===== config.mk =====
export PLATFORM = sky130hd
export DESIGN_NAME = rc5_rotator_pipe_flat
export DESIGN_NICKNAME = d
export VERILOG_FILES = /design/src/rtl/rc5_rotator_pipe_if.sv /design/src/rtl/rc5_rotator_pipe.sv /design/src/flat_wrapper.sv
export SDC_FILE = /design/constraint.sdc
export NUM_CORES = 1
export LEC_CHECK = 0
export CORE_ASPECT_RATIO = 0.7
export CORE_MARGIN = 5
export CORE_UTILIZATION = 49
export DETAILED_ROUTE_END_ITERATION = 7
export GPL_ROUTABILITY_DRIVEN = 0
export PLACE_DENSITY = 0.7
export SYNTH_ARGS = -nofsm -noshare
export SYNTH_HDL_FRONTEND = slang
export SYNTH_SLANG_ARGS = --single-unit

===== constraint.sdc =====
create_clock -name clk -period 3 [get_ports clk]
set_clock_uncertainty 0.1 [all_clocks]
set_input_delay 0.45 -clock clk [delete_from_list [all_inputs] [get_ports clk]]
set_output_delay 0.45 -clock clk [all_outputs]
set_load 0.02 [all_outputs]

===== src/rtl/rc5_rotator_pipe_if.sv =====
// Handshake bundle for rc5_rotator_pipe: an input word stream carrying the rotate
// control, and the rotated result stream. W/TAG_W must match the attached block.
interface rc5_rotator_pipe_if #(
    parameter int W     = 32,
    parameter int TAG_W = 4
);
    localparam int LW = $clog2(W);

    logic             in_valid;
    logic             in_ready;
    logic             in_dir;
    logic [LW-1:0]    in_amt;
    logic [W-1:0]     in_data;
    logic [TAG_W-1:0] in_tag;
    logic             out_valid;
    logic             out_ready;
    logic [W-1:0]     out_data;
    logic [TAG_W-1:0] out_tag;

    // slave is the rotator itself; master is whatever feeds and drains it.
    modport slave (
        input  in_valid, in_dir, in_amt, in_data, in_tag, out_ready,
        output in_ready, out_valid, out_data, out_tag
    );

    modport master (
        output in_valid, in_dir, in_amt, in_data, in_tag, out_ready,
        input  in_ready, out_valid, out_data, out_tag
    );
endinterface


===== src/rtl/rc5_rotator_pipe.sv =====
// Fully pipelined W-bit rotator: one registered barrel stage per amount bit,
// right rotates folded into left rotates at the input, valid/ready on both sides.
module rc5_rotator_pipe #(
    parameter int W     = 32,
    parameter int TAG_W = 4
) (
    input  logic              clk,
    input  logic              rst,
    rc5_rotator_pipe_if.slave bus
);
    localparam int LW = $clog2(W);

    logic             valid_q [LW];
    logic [W-1:0]     data_q  [LW];
    logic [LW-1:0]    amt_q   [LW];
    logic [TAG_W-1:0] tag_q   [LW];

    logic             valid_d [LW];
    logic [W-1:0]     data_d  [LW];
    logic [LW-1:0]    amt_d   [LW];
    logic [TAG_W-1:0] tag_d   [LW];

    logic             src_valid [LW];
    logic [W-1:0]     src_data  [LW];
    logic [LW-1:0]    src_amt   [LW];
    logic [TAG_W-1:0] src_tag   [LW];

    logic [LW-1:0]    adv;
    logic [LW-1:0]    eff_amt;

    // Ready chain: a stage may load if it is empty or the stage after it moves.
    always_comb begin : ready_chain
        logic chain;
        chain = bus.out_ready;
        for (int s = LW - 1; s >= 0; s--) begin
            chain  = !valid_q[s] || chain;
            adv[s] = chain;
        end
    end

    always_comb begin
        // (W - amt) mod W is just the LW-bit negation of amt.
        eff_amt = bus.in_dir ? ({LW{1'b0}} - bus.in_amt) : bus.in_amt;

        src_valid[0] = bus.in_valid;
        src_data[0]  = bus.in_data;
        src_amt[0]   = eff_amt;
        src_tag[0]   = bus.in_tag;
        for (int s = 1; s < LW; s++) begin
            src_valid[s] = valid_q[s-1];
            src_data[s]  = data_q[s-1];
            src_amt[s]   = amt_q[s-1];
            src_tag[s]   = tag_q[s-1];
        end

        for (int s = 0; s < LW; s++) begin
            valid_d[s] = src_valid[s];
            amt_d[s]   = src_amt[s];
            tag_d[s]   = src_tag[s];
            data_d[s]  = src_amt[s][s]
                       ? ((src_data[s] << (1 << s)) | (src_data[s] >> (W - (1 << s))))
                       : src_data[s];
        end
    end

    always_ff @(posedge clk) begin
        for (int s = 0; s < LW; s++) begin
            if (rst) begin
                // NOTE: payload registers are cleared too, so out_data/out_tag read 0 after reset instead of stale words.
                valid_q[s] <= 1'b0;
                data_q[s]  <= '0;
                amt_q[s]   <= '0;
                tag_q[s]   <= '0;
            end else if (adv[s]) begin
                valid_q[s] <= valid_d[s];
                data_q[s]  <= data_d[s];
                amt_q[s]   <= amt_d[s];
                tag_q[s]   <= tag_d[s];
            end
        end
    end

    assign bus.in_ready  = adv[0] & !rst;
    assign bus.out_valid = valid_q[LW-1];
    assign bus.out_data  = data_q[LW-1];
    assign bus.out_tag   = tag_q[LW-1];
endmodule


===== src/flat_wrapper.sv =====
// flat-port wrapper written by rule: the top's interface ports become plain ports
module rc5_rotator_pipe_flat 
#(
    parameter int W     = 32,
    parameter int TAG_W = 4
)
  (clk, rst, bus_in_valid, bus_in_dir, bus_in_amt, bus_in_data, bus_in_tag, bus_out_ready, bus_in_ready, bus_out_valid, bus_out_data, bus_out_tag);
  rc5_rotator_pipe_if #(.W(W), .TAG_W(TAG_W)) bus_i ();
  input  logic clk;
  input  logic rst;
  input wire logic [$bits(bus_i.in_valid)-1:0] bus_in_valid;
  input wire logic [$bits(bus_i.in_dir)-1:0] bus_in_dir;
  input wire logic [$bits(bus_i.in_amt)-1:0] bus_in_amt;
  input wire logic [$bits(bus_i.in_data)-1:0] bus_in_data;
  input wire logic [$bits(bus_i.in_tag)-1:0] bus_in_tag;
  input wire logic [$bits(bus_i.out_ready)-1:0] bus_out_ready;
  output wire logic [$bits(bus_i.in_ready)-1:0] bus_in_ready;
  output wire logic [$bits(bus_i.out_valid)-1:0] bus_out_valid;
  output wire logic [$bits(bus_i.out_data)-1:0] bus_out_data;
  output wire logic [$bits(bus_i.out_tag)-1:0] bus_out_tag;
  assign bus_i.in_valid = bus_in_valid;
  assign bus_i.in_dir = bus_in_dir;
  assign bus_i.in_amt = bus_in_amt;
  assign bus_i.in_data = bus_in_data;
  assign bus_i.in_tag = bus_in_tag;
  assign bus_i.out_ready = bus_out_ready;
  assign bus_in_ready = bus_i.in_ready;
  assign bus_out_valid = bus_i.out_valid;
  assign bus_out_data = bus_i.out_data;
  assign bus_out_tag = bus_i.out_tag;
  rc5_rotator_pipe #(.W(W), .TAG_W(TAG_W)) u_core (.clk(clk), .rst(rst), .bus(bus_i));
endmodule

==> impl_metrics.tcl <==
set metrics [dict create \
    crit_buf_inv 3 \
    cts_setup_buffers 0 \
    yosysSeqAreaShare_pct 67.5 \
    area_growth_pct 18.5 \
    fp.dieH_um 121 \
    end_kind "output port" \
    ys_ff_latch 195 \
    grt_pass1_vias 4456 \
    antenna_cells 0 \
    drt-initial-drc-count 234 \
    start_util_pct 50.2 \
    ant_nets 0 \
    clockBufferDepth 2 \
    hold_path.class "reg -> reg" \
    regArea_mm2 0.00586 \
    synthCells 619 \
    core_area_mm2 0.0173 \
    cellPowerDensity_mw_per_mm2 555 \
    yosysWarnings 0 \
    synth_top_area_share_pct 67.5 \
    rsz0062_at_grt "false" \
    setup_viol 0 \
    post-place-cells 909 \
    path_clk_slew_ns 0.07 \
    drt-total-wl_um 12400 \
    setup_tns_ns 0 \
    worstSetupStartpointType "input pin" \
    drt-pass1-iter-count 4 \
    grt_pass1_wl_um 21700 \
    htreeDepth 4 \
    cpMostUsedCell "clkdlybuf4s50_1" \
    period_needed_ns 2.64 \
    min_period_over_period_pct 88.0 \
    final_cells 941 \
    path_cells "clkdlybuf4s50_1 > and4b_4 > a31o_1 > inv_2 > clkdlybuf4s50_1" \
    track_usage_pct 13.1 \
    numCtsBuffers 17 \
    status "complete, no violations" \
    pin_count 84 \
    path_class "in -> out" \
    total_leakage_power_nw 3.94 \
    utilization_pct 59.5 \
    fmax_mhz 379 \
    layout.nets 744 \
    syn-num-nets 666 \
    hold_viol 0 \
    wl_per_cell_um 13.2 \
    cp.arrival_ns 2.09 \
    slew_headroom_pct 65.4 \
    yosysTopAreaCell "edfxtp_1" \
    peakVddDrop_v 0.000329 \
    hold_start "u_core.tag_q[2][1]$_SDFFCE_PN0P_" \
    vias 4485 \
    cts_resized 0 \
    clk_root_buffer_cell "clkbuf_16" \
    cp_top_family "buffers and inverters" \
    synth_area_mm2 0.00867 \
    maxCapViolations 0 \
    cts_tree "built" \
    cp_max_fo 6 \
    synth.avg_cell_area_um2 14.0 \
    cts_num_sinks 195 \
    antenna_found_initial 0 \
    crit_start "bus_out_ready" \
    dp_hpwl_um 9460 \
    rows 40 \
    grt_max_degree 42 \
    slew_viol_final 0 \
    io_buffers 83 \
    die-area_mm2 0.0205 \
    hold_buffers 0 \
    drc 0 \
    slowest_delay_ns 0.60 \
    required_ns 2.45 \
    viasPerCell 4.77 \
    multi_input_area_mm2 0.00259 \
    layout-drive-gt1-share_pct 7.04 \
    worst_slew_pin_slew_ns 0.519 \
    clock_latency_ns 0.42 \
    grt_overflow 0 \
    synth_area_leaders "edfxtp_1 (68%), mux2i_1 (19%), nor2_1 (7.1%)" \
    crit-reg2reg-launch "u_core.valid_q[3]$_DFFE_PP_" \
    crit_path_top_delay_cell "clkdlybuf4s50_1" \
    die_x_um 169 \
    fillers 1375 \
    yosysUniqueCellTypes 27 \
]
[metrics by stage]
stage | cell area (µm²) | hold slack [ns] | setup WS, ns | power, mW
2_1_floorplan | 8670 | 0.397 | 0.313 | 3.45
3_3_place_gp | 9690 | 0.413 | 0.372 | 3.58
3_5_place_dp | 9690 | 0.401 | 0.349 | 3.59
4_1_cts | 10300 | 0.417 | 0.347 | 5.74
5_1_grt | 10300 | 0.434 | 0.269 | 5.94
6_report | 10300 | 0.417 | 0.359 | 5.70
[synth_stat cells, drive strengths merged]
cell type	count
buf	34
or2	2
nand3b	1
nand2b	1
or3	2
nand2	1
a21o	2
and2	31
clkbuf	5
o21ai	2
a21oi	4
ha	1
o31ai	1
nor2b	2
xor2	1
and4b	1
inv	5
nor3b	1
nand3	1
edfxtp	195
mux2i	161
nor2	164
a31o	1
[cell usage in the layout (no fill, tap or decap), types with 2 or more instances in the layout]
cell type,instances
buf_4,15
a21oi_1,4
clkinvlp_4,4
and2_1,31
o21ai_0,2
or3_1,2
a21o_1,2
mux2i_1,161
nor2_1,164
bufinv_16,2
clkdlybuf4s50_1,82
clkinv_4,2
edfxtp_1,195
clkinv_1,2
inv_1,4
inv_6,4
nor2b_1,2
clkbuf_16,17
[where the power goes]
part / internal [mW] / total (mW) / leakage, nW / switching (mW)
clock network: 1.23 / 2.17 / 0.272 / 0.939
registers: 3.10 / 3.15 / 2.35 / 0.0534
logic: 0.189 / 0.377 / 1.32 / 0.188
total: 4.52 / 5.70 / 3.94 / 1.18
[layout make-up]
cell class                 count  share of cell area, %
sequential                   195                   57.0
timing repair buffer          98                   9.14
multi-input combinational    380                   25.2
clock buffer                  17                   4.14
inverter                       5                  0.183
clock inverter                15                   1.51
tap                          231                   2.81
[routing by layer]
| metal | share of wire [%] | GRT usage, % | routed length (µm) |
|---|---|---|---|
| met1 | 52 | 19.1 | 6440 |
| met2 | 41 | 18.5 | 5110 |
| met4 | 0.87 | 3.57 | 108 |
| met5 | 0 | 0 | 0 |
| met3 | 6.2 | 4.88 | 777 |
[final timing paths]
kind	slack, ns	depth (start not counted)	endpoint
hold reg to reg	0.42	1	u_core.tag_q[3][1]$_SDFFCE_PN0P_
setup reg to reg	1.16	4	u_core.data_q[0][15]$_SDFFCE_PN0P_
setup / recovery	0.36	5	bus_in_ready
hold / removal	0.42	1	u_core.tag_q[3][1]$_SDFFCE_PN0P_
[worst register-to-register path, cell delays in order (launching register included)]
cell	delay, ns
edfxtp_1	0.46
and4b_4	0.26
nor2b_1	0.16
nand3_2	0.08
buf_4	0.41
[sequential cells by signal (all words and copies together) (netlist names)]
signal and count:
u_core.tag_q 20, u_core.data_q 160, u_core.valid_q 5, u_core.amt_q 10
[cells by family (layout without fill, tap and decap cells)]
logic type	count (synthesis)	after routing	share of synthesized area [%]
DFF	195	195	67.5
adders and majority gates	1	1	0.144
buffers and inverters	44	135	2.64
xor gates and xnor gates	1	1	0.101
muxes	161	161	18.6
and+or+nand+nor	207	207	10.3
AOI/OAI and AO/OA	10	10	0.707
(Power assumes the default switching activity.)
